File: src/rtl/bcd_serial_subtractor.sv
// Digit-serial packed-BCD subtractor: one digit per cycle, LSD first.
// Define BCD_SUB_ABS_EN to report |a - b| with borrow_out as the sign.
module bcd_serial_subtractor #(
  parameter int DIGITS = 4
) (
  input  logic                  clk,
  input  logic                  rst,
  input  logic                  start,
  input  logic [4*DIGITS-1:0]   a,
  input  logic [4*DIGITS-1:0]   b,
  output logic                  busy,
  output logic                  done,
  output logic [4*DIGITS-1:0]   diff,
  output logic                  borrow_out,
  output logic                  err
);

  localparam int W  = 4 * DIGITS;
  localparam int IW = (DIGITS > 1) ? $clog2(DIGITS) : 1;
  localparam logic [IW-1:0] LAST = IW'(DIGITS - 1);

`ifdef BCD_SUB_ABS_EN
  typedef enum logic [1:0] {
    IDLE = 2'd0,
    SUB  = 2'd1,
    NEG  = 2'd2,
    DONE = 2'd3
  } state_t;
`else
  typedef enum logic [1:0] {
    IDLE = 2'd0,
    SUB  = 2'd1,
    DONE = 2'd3
  } state_t;
`endif

  state_t        state_q, state_d;
  logic [W-1:0]  a_q, a_d;
  logic [W-1:0]  b_q, b_d;
  logic [W-1:0]  res_q, res_d;
  logic [IW-1:0] idx_q, idx_d;
  logic          br_q, br_d;
  logic          werr_q, werr_d;
  logic [W-1:0]  diff_q, diff_d;
  logic          bo_q, bo_d;
  logic          err_q, err_d;

  logic [3:0]    op_a;
  logic [3:0]    op_b;
  logic [4:0]    t5;
  logic          dig_neg;
  logic [3:0]    dig;
  logic          bad;
  logic [W-1:0]  res_sh;

  // One BCD digit step; NEG pass reuses it as 0 - result digit.
  always_comb begin
    op_a = 4'd0;
    op_b = res_q[3:0];
    if (state_q == SUB) begin
      op_a = a_q[3:0];
      op_b = b_q[3:0];
    end
    t5      = {1'b0, op_a} - {1'b0, op_b} - {4'd0, br_q};
    dig_neg = t5[4];
    dig     = dig_neg ? (t5[3:0] + 4'd10) : t5[3:0];
    bad     = (a_q[3:0] > 4'd9) || (b_q[3:0] > 4'd9);
    res_sh  = (res_q >> 4) | (W'(dig) << (W - 4));
  end

  // Next-state logic: operand latch, digit sequencing, result load.
  always_comb begin
    state_d = state_q;
    a_d     = a_q;
    b_d     = b_q;
    res_d   = res_q;
    idx_d   = idx_q;
    br_d    = br_q;
    werr_d  = werr_q;
    diff_d  = diff_q;
    bo_d    = bo_q;
    err_d   = err_q;
    unique case (state_q)
      IDLE: begin
        if (start) begin
          a_d     = a;
          b_d     = b;
          res_d   = '0;
          idx_d   = '0;
          br_d    = 1'b0;
          werr_d  = 1'b0;
          state_d = SUB;
        end
      end
      SUB: begin
        a_d    = a_q >> 4;
        b_d    = b_q >> 4;
        res_d  = res_sh;
        br_d   = dig_neg;
        werr_d = werr_q | bad;
        idx_d  = idx_q + 1'b1;
        if (idx_q == LAST) begin
          idx_d = '0;
`ifdef BCD_SUB_ABS_EN
          if (dig_neg) begin
            br_d    = 1'b0;
            state_d = NEG;
          end else begin
            diff_d  = res_sh;
            bo_d    = 1'b0;
            err_d   = werr_q | bad;
            state_d = DONE;
          end
`else
          diff_d  = res_sh;
          bo_d    = dig_neg;
          err_d   = werr_q | bad;
          state_d = DONE;
`endif
        end
      end
`ifdef BCD_SUB_ABS_EN
      NEG: begin
        res_d = res_sh;
        br_d  = dig_neg;
        idx_d = idx_q + 1'b1;
        if (idx_q == LAST) begin
          idx_d   = '0;
          diff_d  = res_sh;
          bo_d    = 1'b1;
          err_d   = werr_q;
          state_d = DONE;
        end
      end
`endif
      DONE: begin
        state_d = IDLE;
      end
      default: begin
        state_d = IDLE;
      end
    endcase
  end

  // State and datapath registers with synchronous reset.
  always_ff @(posedge clk) begin
    if (rst) begin
      state_q <= IDLE;
      a_q     <= '0;
      b_q     <= '0;
      res_q   <= '0;
      idx_q   <= '0;
      br_q    <= 1'b0;
      werr_q  <= 1'b0;
      diff_q  <= '0;
      bo_q    <= 1'b0;
      err_q   <= 1'b0;
    end else begin
      state_q <= state_d;
      a_q     <= a_d;
      b_q     <= b_d;
      res_q   <= res_d;
      idx_q   <= idx_d;
      br_q    <= br_d;
      werr_q  <= werr_d;
      diff_q  <= diff_d;
      bo_q    <= bo_d;
      err_q   <= err_d;
    end
  end

  assign busy       = (state_q != IDLE);
  assign done       = (state_q == DONE);
  assign diff       = diff_q;
  assign borrow_out = bo_q;
  assign err        = err_q;

endmodule

File: config.mk
export PLATFORM = sky130hd
export DESIGN_NAME = bcd_serial_subtractor
export DESIGN_NICKNAME = d
export VERILOG_FILES = /design/src/rtl/bcd_serial_subtractor.sv
export SDC_FILE = /design/constraint.sdc
export NUM_CORES = 1
export LEC_CHECK = 0
export CORE_MARGIN = 4
export CORE_UTILIZATION = 53
export DETAILED_ROUTE_END_ITERATION = 8
export PLACE_DENSITY = 0.86
export REMOVE_ABC_BUFFERS = 1
export SLEW_MARGIN = 20
export SYNTH_ARGS = -nofsm -noshare
export SYNTH_HDL_FRONTEND = slang
export SYNTH_SLANG_ARGS = --single-unit
File: constraint.sdc
create_clock -name clk -period 3.85 [get_ports clk]
set_input_delay 0.9625 -clock clk [delete_from_list [all_inputs] [get_ports clk]]
set_output_delay 0.9625 -clock clk [all_outputs]
set_load 0.01 [all_outputs]
# Word level (Yosys, flattened, before mapping)
# Index checks and enable logic that the tools add are counted.
# word_totals
ff_bits,72
output_inout_bits,20
wordCells,48
inputBits,35
# op_classes
eq_ne,5
mux,18
n_addsub,4
order_cmp,2
n_reduce_logical,7
bitwise,2
# ops
operator,count
16-bit one-hot mux with 2 select lines,3
16-bit 2-to-1 mux,3
12-bit by 16-bit bitwise OR with 16-bit output,1
4-bit 2-to-1 mux,3
4-bit > comparator (second input constant),2
2-bit 2-to-1 mux,4
2-bit one-hot mux with 2 select lines,2
2-bit AND reduction,3
4-bit by 4-bit subtractor with 5-bit output,1
5-bit by 1-bit subtractor with 5-bit output,1
4-bit adder (second input constant),1
2-bit == test (second input constant),2
1-bit one-hot mux with 2 select lines,2
2-bit nonzero test,2
2-bit by 1-bit adder with 2-bit output (second input constant),1
2-bit by 1-bit == test with 1-bit output (second input constant),1
2-bit zero test,1
2-bit by 1-bit != test with 1-bit output (second input constant),1
2-bit != test (second input constant),1
1-bit logical OR,1
1-bit 2-to-1 mux,1
1-bit bitwise OR,1

# Logic depth before layout (Yosys ltp)
# logic_depth
ltp_word,8
mapped_depth,15
depth_no_buf,13

# Worst setup path after synthesis
# OpenSTA, ideal clock, no wires.
# synth_timing
path_type,register to register
from,register state_q[1]
to,register res_q[14]
n_path_buf,2
setup_slack_ps,896
synth_period_minus_slack_ps,2954
setup_ps,128
stages_incl_launch_ff,14
arrival_time_ps,2827
t_required_ps,3722
path_cell_list,dfxtp_1 nor2b_1 buf_2 buf_1 nand2_1 fa_1 inv_1 fa_1 ha_1 nor3b_1 a211oi_1 o221ai_1 a22oi_1 nor2_1
# synth_between
elab_chain_cells,8
elab_cells_between_ends,13
cone_classes,3 x add/sub; 2 x eq/ne; 4 x mux; 1 x bitwise; 3 x reduce/logical
# synth_lines
element,line,rtl
"start, declared",37,"state_t state_q, state_d;"
"start signal, assigned",159,state_q <= state_d;
2-bit by 1-bit == test with 1-bit output,"60, 83",
4-bit 2-to-1 mux,60,if (state_q == SUB) begin
4-bit by 4-bit subtractor with 5-bit output,64,"t5 = {1'b0, op_a} - {1'b0, op_b} - {4'd0, br_q};"
5-bit by 1-bit subtractor with 5-bit output,64,
4-bit adder,66,dig = dig_neg ? (t5[3:0] + 4'd10) : t5[3:0];
4-bit 2-to-1 mux,66,
12-bit by 16-bit bitwise OR with 16-bit output,68,res_sh = (res_q >> 4) | (W'(dig) << (W - 4));
16-bit one-hot mux with 2 select lines,83,unique case (state_q)
"end signal, assigned",162,res_q <= res_d;
"end, declared",40,"logic [W-1:0] res_q, res_d;"
# Several ways; a longest one is shown, not always the timed one.
# A chain may end at the register's enable or synchronous reset.

# Worst setup path in the final report
# layout_timing
from,register state_q[0]
to,register res_q[14]
# The elaborated chain is that of the path after synthesis.

==> key figures <==
Clocking
  • Total of hold buffers inserted after clock tree synthesis: 0
  • Root Driver: clkbuf_8
  • Number of setup buffers added after CTS: 0
  • CTS sink cnt: 72
  • Worst skew pair latency: 340 ps
  • Clock Tree Buf Depth: 2
  • Clock Pin Slew Worst Setup and Hold Paths: 70 ps
  • H-Tree Depth: 3
  • Post-CTS Resized: 0
  • CTS tree: built
  • Num CTS Buffers: 9

Yosys
  • Main flop type after synthesis: dfxtp_1
  • Average size of a mapped cell: 7.54 um^2
  • Gate count of the mapped netlist: 432
  • Number of distinct library cells after synthesis: 29
  • List of most frequent post-synthesis cells: 114 x nor2_1, 72 x dfxtp_1, 46 x a21oi_1
  • Part of the Yosys area used for sequential elements: 0.443
  • Most frequent cell after synthesis: nor2_1
  • Post-synthesis cell type with the largest combined area: dfxtp_1
  • Number of synthesized flops with an enable pin: 0
  • Cell types with the largest area share after synthesis: dfxtp_1 44%, nor2_1 13%, a21oi_1 7.1%, nor2b_1 6.1%, nand2_1 4.7%
  • Number of storage elements in the synthesis netlist: roughly 70
  • Asr flop ratio synth: 0
  • Ys Warns: 0
  • Yosys top cell area share: 0.443
  • Mapped Area: around 0.0033 mm^2

Cells and area
  • Filler cells: 544
  • Total inserted antenna cells: 0
  • Layout overhead on the synthesized area: 21.7%
  • Final-stage net count: 516
  • Share of cells above drive strength 1: 0.0461

STA
  • Maximum frequency from static timing analysis: 345 MHz
  • Worst clock skew on the final layout: 9.25 ps
  • Post-route fraction of the period consumed by the critical path: 0.752
  • Clock period minus worst slack: 2890 ps
  • Hold Slack: 455 ps
  • Number of slew-limit violations in the final report: 0
  • Setup repair after global routing missed its margin: no
  • Number of endpoints failing setup at the final stage: 0
  • Final-report hold violation count: 0
  • Relative slew slack: 0.539
  • Slew @ Worst Pin: 692 ps

Power
  • Sequential fraction of design power: 0.520
  • Combinational cell fraction of total power: 0.164
  • Lkg Pwr: around 1.6 nW
  • Clock network fraction of design power: 0.316
  • Switching power summed over all nets: 0.413 mW
  • Proportion of total power due to net switching: 0.267
  • Pwr/cell area: 389 mW/mm^2
  • Internal Power: 1.13 mW
  • Total Power Consumption: 1.54 mW
  • Worst-case vdd ir drop: 0.197 mV

Critical path
  • Category of the critical setup timing path: flop to flop
  • Worst path required time: 4050 ps
  • Crit path capture type: flop
  • Startpoint Class: flop
  • Biggest fanout along the worst timing path: 9
  • Data arrival time of the critical path: 3100 ps

Detailed routing
  • Number of vias after detailed routing: around 2900
  • Number of DRC markers after the initial detailed-route iteration: between 100 and 150
  • Residual DRC: 0
  • Overall routed net length: a little under 7000 um
  • DR vias/cell: 5.34
  • Post-detailed-route wirelength per cell: around 12 um
  • Routed Antenna Nets: 0
  • Router iterations before antenna repair: 4

Placed design
  • IO buf count: 54
  • Dpl hpwl: 4690 um
  • Routability-driven placement congestion ratio: 0.824

Hold path
  • Classification of the worst-slack hold path: flop to flop

Global routing
  • Vias in the first global route: 2812
  • Initial antenna violation count: 0
  • Overall Global Routing Usage: 0.198
  • Largest net degree at the start of global routing: 56
  • Wire length of the first global-routing pass: about 12000 um
  • Sum of overflow across all layers after global routing: 0

Die
  • Num ports: 55
  • Die Wd: 86.4 um
  • Die area: 0.00746 mm^2
  • Chip height: between 80 and 90 um
  • Initial core utilization: 0.547
  • Core area: 0.00596 mm^2
  • Rows: 28

Run
  • Number of violations of the max-capacitance limit: 0

Outcome
  • Result of the run: finished clean
kinds of logic after synthesis:
logic type | count (synthesis) | share of synthesized area
XOR/XNOR | 4 | 0.0108
flip-flops | 72 | 0.443
AO/OA/AOI/OAI | 81 | 0.150
adder cells (fa/ha/maj) | 8 | 0.0353
buffers and inverters | 37 | 0.0453
multiplexers | 1 | 0.00307
AND/OR/NAND/NOR | 229 | 0.313
per-layer routing:
metal | global-route usage | part of all wire
met5 | 0 | 0
met4 | 0.0807 | 0.018
met3 | 0.0513 | 0.059
met2 | 0.349 | 0.48
met1 | 0.228 | 0.44
metrics by stage:
stage / util / worst slack [ps] / instance area [um^2] / instances / TNS, ps
after CTS: 0.666 / 963 / 3970 / 552 / 0
after floorplan: - / -407 / 3130 / 400 / -1090
after global routing: 0.666 / 736 / 3970 / 552 / 0
after detailed placement: 0.641 / 990 / 3820 / 537 / 0
after global placement: 0.641 / 1070 / 3820 / 537 / 0
final: 0.666 / 956 / 3970 / 552 / 0
placed cells by master (no fill, tap or decap), types with 4 or more instances in the layout:
cell / n
nand2_1: 41
nor2_1: 114
buf_4: 8
and2_1: 4
a21oi_1: 46
ha_1: 6
clkdlybuf4s50_1: 53
nor2b_1: 32
o21ai_0: 6
clkbuf_1: 5
a22oi_1: 19
nor3_1: 28
clkbuf_8: 9
inv_1: 5
dfxtp_1: 72
final cells by class:
class / count / area, um^2 / area share
flip-flops and latches: 72 / 1440 / 0.364
repair buffers: 62 / 596 / 0.150
clock inverters: 1 / 5.00 / 0.00126
well taps: 75 / 93.8 / 0.0237
inverters: 5 / 18.8 / 0.00473
multi-input cells: 323 / 1670 / 0.421
clock buffers: 14 / 143 / 0.0360
worst max-delay path, stage by stage, from the launching register on:
cell and delay [ps]:
dfxtp_1 350, nor2b_1 180, buf_4 180, nand2_1 60
nand2_1 70, fa_1 170, inv_1 70, fa_1 460
xor2_1 190, ha_1 320, nor3b_1 140, a211oi_1 190
o221ai_1 160, a22oi_1 160, nor2_1 50
worst paths after layout:
kind | startpoint | to | slack, ps | cells after the start
worst min register to register | diff[7] | diff[7] | 450 | 2
worst max register to register | state_q[0] | res_q[14] | 960 | 14
worst min-delay path | diff[7] | diff[7] | 450 | 2
worst max-delay path | state_q[0] | res_q[14] | 960 | 14
power groups by stage:
| stage | clock network (mW) | logic (mW) | registers (mW) |
|---|---|---|---|
| final | 0.488 | 0.253 | 0.803 |
| after floorplan | 0 | 0.157 | 0.819 |
| after global routing | 0.532 | 0.287 | 0.807 |
| after global placement | 0 | 0.245 | 0.818 |
| after detailed placement | 0 | 0.253 | 0.820 |
| after CTS | 0.500 | 0.254 | 0.803 |
state kept, by name, indices dropped and copies added, names as in the netlist:
register    cells
a_q            16
b_q            16
borrow_out      1
br_q            1
diff           16
err             1
idx_q           2
res_q          16
state_q         2
werr_q          1
(Power assumes the default switching activity.)
